`src/rtl/v_dispatch.sv`:
```
// Issue bridge toward the CARRD vector coprocessor: queues instructions with their
// scalar operands, presents one at a time, and retires it on v_done or on timeout.
module v_dispatch #(
  parameter int FIFO_DEPTH   = 4,
  parameter int DONE_TIMEOUT = 64
) (
  input  logic                          clk,
  input  logic                          rst,
  input  logic                          in_valid,
  output logic                          in_ready,
  input  logic [31:0]                   in_instr,
  input  logic [31:0]                   in_rs1_val,
  input  logic [31:0]                   in_rs2_val,
  output logic [31:0]                   v_instr,
  output logic [31:0]                   xreg_out1,
  output logic [31:0]                   xreg_out2,
  input  logic                          v_done,
  output logic                          busy,
  output logic                          retire,
  output logic                          timeout_err,
  output logic [$clog2(FIFO_DEPTH):0]   occupancy,
  output logic [1:0]                    o_dbg_state
);

  localparam int AW = $clog2(FIFO_DEPTH);
  localparam int TW = (DONE_TIMEOUT > 1) ? $clog2(DONE_TIMEOUT) : 1;
  localparam logic [AW:0]   LP_DEPTH = (AW+1)'(FIFO_DEPTH);
  localparam logic [TW-1:0] LP_TMAX  = TW'(DONE_TIMEOUT - 1);

  typedef enum logic [1:0] {
    S_IDLE  = 2'd0,
    S_ISSUE = 2'd1,
    S_WAIT  = 2'd2
  } state_t;

  state_t        r_state;
  state_t        w_state_nxt;
  logic [95:0]   r_mem [FIFO_DEPTH];
  logic [AW-1:0] r_wr_ptr;
  logic [AW-1:0] r_rd_ptr;
  logic [AW:0]   r_count;
  logic [95:0]   r_issue;
  logic [TW-1:0] r_timer;
  logic [TW-1:0] w_timer_nxt;
  logic          r_retire;
  logic          w_retire_nxt;
  logic          r_err;
  logic          w_err_nxt;
  logic          w_push;
  logic          w_pop;
  logic          w_is_vsetvl;

  // Handshake: an entry transfers on a rising edge where in_valid & in_ready are both
  // high; in_ready depends only on occupancy, and the offering side holds in_valid and
  // its data stable until that transfer happens.
  assign in_ready = (r_count != LP_DEPTH);
  assign w_push   = in_valid & in_ready;

  always_ff @(posedge clk) begin
    if (rst) begin
      r_wr_ptr <= '0;
      r_rd_ptr <= '0;
      r_count  <= '0;
    end else begin
      if (w_push) r_wr_ptr <= r_wr_ptr + 1'b1;
      if (w_pop)  r_rd_ptr <= r_rd_ptr + 1'b1;
      case ({w_push, w_pop})
        2'b10:   r_count <= r_count + 1'b1;
        2'b01:   r_count <= r_count - 1'b1;
        default: r_count <= r_count;
      endcase
    end
  end

  // Storage needs no reset: pointers and count define which slots are live.
  always_ff @(posedge clk) begin
    if (w_push) r_mem[r_wr_ptr] <= {in_rs2_val, in_rs1_val, in_instr};
  end

  always_ff @(posedge clk) begin
    if (rst) begin
      r_issue <= '0;
    end else if (w_pop) begin
      r_issue <= r_mem[r_rd_ptr];
    end
  end

  // Configuration ops complete inside the bridge and never wait for v_done.
  assign w_is_vsetvl = (r_issue[6:0] == 7'b1010111) && (r_issue[14:12] == 3'b111);

  always_comb begin
    w_state_nxt  = r_state;
    w_pop        = 1'b0;
    w_timer_nxt  = r_timer;
    w_retire_nxt = 1'b0;
    w_err_nxt    = r_err;
    case (r_state)
      S_IDLE: begin
        if (r_count != '0) begin
          w_pop       = 1'b1;
          w_state_nxt = S_ISSUE;
        end
      end
      S_ISSUE: begin
        if (w_is_vsetvl) begin
          w_retire_nxt = 1'b1;
          w_state_nxt  = S_IDLE;
        end else begin
          w_timer_nxt = '0;
          w_state_nxt = S_WAIT;
        end
      end
      S_WAIT: begin
        if (v_done) begin
          w_retire_nxt = 1'b1;
          w_state_nxt  = S_IDLE;
        end else if (r_timer == LP_TMAX) begin
          w_err_nxt    = 1'b1;
          w_retire_nxt = 1'b1;
          w_state_nxt  = S_IDLE;
        end else begin
          w_timer_nxt = r_timer + 1'b1;
        end
      end
      default: w_state_nxt = S_IDLE;
    endcase
  end

  always_ff @(posedge clk) begin
    if (rst) begin
      r_state  <= S_IDLE;
      r_timer  <= '0;
      r_retire <= 1'b0;
      r_err    <= 1'b0;
    end else begin
      r_state  <= w_state_nxt;
      r_timer  <= w_timer_nxt;
      r_retire <= w_retire_nxt;
      r_err    <= w_err_nxt;
    end
  end

  // The bus drops to zero in IDLE so consecutive instructions decode as distinct.
  assign v_instr     = (r_state != S_IDLE) ? r_issue[31:0]  : '0;
  assign xreg_out1   = (r_state != S_IDLE) ? r_issue[63:32] : '0;
  assign xreg_out2   = (r_state != S_IDLE) ? r_issue[95:64] : '0;
  assign retire      = r_retire;
  assign timeout_err = r_err;
  assign occupancy   = r_count;
  assign busy        = (r_count != '0) || (r_state != S_IDLE);
  assign o_dbg_state = r_state;

endmodule
```
`config.mk`:
```
export PLATFORM = sky130hd
export DESIGN_NAME = v_dispatch
export DESIGN_NICKNAME = d
export VERILOG_FILES = /design/src/rtl/v_dispatch.sv
export SDC_FILE = /design/constraint.sdc
export NUM_CORES = 1
export LEC_CHECK = 0
export ABC_AREA = 0
export BUFFER_PORTS_ARGS = -buffer_cell sky130_fd_sc_hd__buf_2
export CORE_ASPECT_RATIO = 1.2
export CORE_MARGIN = 4
export CORE_UTILIZATION = 40
export CTS_CLUSTER_SIZE = 24
export DETAILED_ROUTE_END_ITERATION = 10
export GPL_TIMING_DRIVEN = 0
export PLACE_DENSITY = 0.67
export SETUP_SLACK_MARGIN = 0.5
export SLEW_MARGIN = 10
export SYNTH_ARGS = -nofsm -noshare
export SYNTH_HDL_FRONTEND = slang
export SYNTH_SLANG_ARGS = --single-unit
```
`constraint.sdc`:
```
create_clock -name clk -period 4.2 [get_ports clk]
set_clock_uncertainty 0.15 [all_clocks]
set_input_delay 0.84 -clock clk [delete_from_list [all_inputs] [get_ports clk]]
set_output_delay 0.84 -clock clk [all_outputs]
set_load 0.02 [all_outputs]
```
==> tab_implementation.tex <==
\begin{tabular}{lr}
\hline
Metric & Value \\
\hline
\multicolumn{2}{l}{\textbf{Global routing}} \\
Antenna violations before repair & 11 \\
First-pass GRT wire length & 63.2 mm \\
Total congestion overflow after global routing & 0 \\
Overall Global Routing Usage & 16.5\% \\
Maximum number of pins on one net before global-route repair & 49 \\
Number of global-route vias before repair & 10,800 \\
\multicolumn{2}{l}{\textbf{Floorplanning}} \\
Die Ht & 245 um \\
Count of pins on the block boundary & 205 \\
Die W & 206 um \\
Total die area & 50,400 sq um \\
Core area & 46,200 sq um \\
Floorplan row count & 86 \\
Starting density of the core & 40.6\% \\
\multicolumn{2}{l}{\textbf{Clocking}} \\
Number of H-tree branching levels & 2 \\
Sink Count & 497 \\
TritonCTS clock tree & yes \\
Hold buffer count at cts & 0 \\
Bufs on Longest Clock Path & 3 \\
Clock network latency to the later pin of the worst-skew pair & 0.58 ns \\
Clock Root Buffer & clkbuf\_16 \\
Clock slew at reported path FFs & 0.06 ns \\
Inserted Clock Buffers & 49 \\
\multicolumn{2}{l}{\textbf{Cells and area}} \\
Ratio of cells with drive above 1 in the final layout & 30.2\% \\
Fin cells & 2,062 \\
Cell area after layout & 22,400 sq um \\
Syn-to-layout area delta & 19.5\% \\
Number of nets in the finished design & 1,511 \\
Utilization after layout & 48.5\% \\
\multicolumn{2}{l}{\textbf{Setup path}} \\
Data required time at the worst endpoint & 3.21 ns \\
Category of the most critical setup path & reg2out \\
Minimum setup slack among reg-to-reg paths & 1.00 ns \\
Critical path launch point type & flip-flop \\
Critical Path AT & 2.53 ns \\
Maximum fanout along the worst path & 10 \\
Worst setup EP type & output pin \\
\multicolumn{2}{l}{\textbf{Placement}} \\
\# port buffers & 203 \\
Worst Setup Slack post-DPL & 0.502 ns \\
Post-placement cell count & 1,966 \\
Placed inst area & 20,700 sq um \\
Post-DP HPWL & 27.3 mm \\
RD Place Congestion & 0.770 \\
\multicolumn{2}{l}{\textbf{Timing}} \\
Total negative slack for setup checks & 0 ns \\
Worst max-slew margin expressed relative to the limit & 49.5\% \\
Worst hold-check slack & 0.299 ns \\
Setup repair after global routing missed its margin & no \\
Final critical path time including I/O delays and setup & 3.52 ns \\
Achievable clock frequency & 284 MHz \\
Worst Max-Slew Pin Slew & 0.757 ns \\
Number of endpoints failing setup at the final stage & 0 \\
Final number of max-transition violations & 0 \\
Final worst setup slack & 0.680 ns \\
Period utilization & 83.8\% \\
Final hold vios & 0 \\
\multicolumn{2}{l}{\textbf{Synth}} \\
Synthesis-stage register bit count & 497 \\
Combined area of all synthesized cells & 18,800 sq um \\
Sequential fraction of the synthesis area & 73.6\% \\
Share of cell area taken by muxes after synthesis & 11.6\% \\
Adder-Cell Fraction of Synth Area & 0.707\% \\
Unique masters post-synth & 37 \\
Top cell type by total area after synthesis & edfxtp\_1 \\
Post-synth top flop & edfxtp\_1 \\
Net Count, Synth & 1,249 \\
Number of enable-type register cells in the synthesized netlist & 384 \\
Share of the synthesized area in the top cell type & 61.5\% \\
Simple-gate share of the synthesized area & 8.24\% \\
Post-synthesis async set-or-reset flop share & 0\% \\
Leading post-synthesis cells by cell area & edfxtp\_1, dfxtp\_1, mux4\_2, nand2\_1, nor2b\_1 \\
Dominant cell by count in the synthesized netlist & edfxtp\_1 \\
Largest family of logic cells by synthesized area & multiplexers \\
Number of warnings printed during yosys synthesis & 0 \\
Average cell area after synthesis & 16.5 sq um \\
Synthesized-area fraction occupied by xor and xnor cells & 0.234\% \\
List of most frequent post-synthesis cells & edfxtp\_1, nand2\_1, dfxtp\_1 \\
Post-synthesis compound-gate area fraction & 3.42\% \\
Post-Syn Instances & 1,139 \\
\multicolumn{2}{l}{\textbf{Route}} \\
WL per Instance & 20.2 um \\
Detailed router's first-iteration violation count & 462 \\
Vias per inst & 4.98 \\
First drt pass iteration count & 4 \\
Remaining design rule violation count & 0 \\
Routed WL & 41.6 mm \\
Post-DRT Antenna Nets & 0 \\
Via count & 10,300 \\
\multicolumn{2}{l}{\textbf{Run}} \\
Count of maximum capacitance violations & 0 \\
\multicolumn{2}{l}{\textbf{Pwr}} \\
Sw frac & 29.4\% \\
PwrDens & 647 nW/um\^{}2 \\
Comb pwr share & 25.2\% \\
NetSw & 4.26 mW \\
Leakage power of the design & 7.80 nW \\
Clock power share & 30.1\% \\
Total internal power & 10.2 mW \\
Seq pwr share & 44.7\% \\
Max rail drop VDD & 0.000401 V \\
Power, Total & 14.5 mW \\
\multicolumn{2}{l}{\textbf{Hold path}} \\
Hold/Removal Path Class & reg2reg \\
\multicolumn{2}{l}{\textbf{Outcome}} \\
Outcome & completed \\
\hline
\end{tabular}
-- final timing paths --
check,cells after the start,endpoint,startpoint
worst min register to register,2,r_issue[77],r_issue[77]
worst min-delay path,2,r_issue[77],r_issue[77]
worst max-delay path,6,xreg_out1[27],o_dbg_state[1]
worst max register to register,12,occupancy[2],o_dbg_state[1]
-- registers in the layout (all words and copies together), names as in the netlist --
name / cells
r_timer: 6
r_wr_ptr: 2
r_mem: 384
r_issue: 96
r_rd_ptr: 2
retire: 1
o_dbg_state: 2
occupancy: 3
timeout_err: 1
-- cells in the final DEF (no fill, tap or decap), types with 3 or more instances in the layout --
cell	instances
a21oi_1	104
a31oi_1	7
and2_1	3
and3_4	4
buf_12	5
buf_16	4
buf_2	225
buf_4	15
bufinv_16	3
clkbuf_1	33
clkbuf_16	50
clkbuf_2	3
clkbuf_8	10
clkinv_2	10
dfxtp_1	113
diode_2	4
edfxtp_1	384
ha_1	8
inv_1	13
mux4_2	96
nand2_1	200
nand2b_1	3
nand3_1	4
nor2_1	8
nor2b_1	98
o21ai_0	5
xor2_1	3
-- power by group through the flow --
stage	clock [mW]	combinational, mW	sequential (mW)
finish	4.36	3.65	6.48
global route	4.70	4.03	6.56
CTS	4.49	3.75	6.49
floorplan	0	2.57	6.51
detailed placement	0	3.73	6.58
global placement	0	3.62	6.58
-- cell type report --
| cell class | instances | area [sq um] |
|---|---|---|
| Buffer | 65 | 378 |
| Inverter | 14 | 55.1 |
| Sequential cell | 497 | 13800 |
| Multi-Input combinational cell | 563 | 4560 |
| Tap cell | 616 | 771 |
| Fill cell | 3935 | 23800 |
| Clock inverter | 18 | 193 |
| Antenna cell | 4 | 10.0 |
| Clock buffer | 74 | 1440 |
| Timing Repair Buffer | 211 | 1210 |
-- per-layer routing --
metal | up-vias | wire (um) | track usage, %
li1 | 4793 | - | -
met1 | 5136 | 16300 | 19.5
met2 | 254 | 21500 | 29.4
met3 | 88 | 2520 | 4.16
met4 | 8 | 1230 | 5.46
met5 | - | 46 | 0
-- cells by family (layout without fill, tap and decap cells) --
kind of cell	Yosys count	in the layout
flip-flops	497	497
AND/OR/NAND/NOR	329	329
AO/OA/AOI/OAI	122	122
multiplexers	97	97
buffers and inverters	79	382
adder cells (fa/ha/maj)	10	10
XOR/XNOR	5	5
other	0	4
-- worst max-delay path, cell delays in order, from the launching register on --
cell	delay [ns]
dfxtp_1	0.33
inv_1	0.11
ha_2	0.44
clkbuf_4	0.36
clkbuf_1	0.38
nor2b_1	0.12
buf_2	0.18
-- what timing repair did --
item,4_1_cts,5_1_grt
gates resized for setup,5,2
setup endpoints to repair,46,2
pin swaps,0,0
buffers inserted,0,0
(Power assumes the default switching activity.)
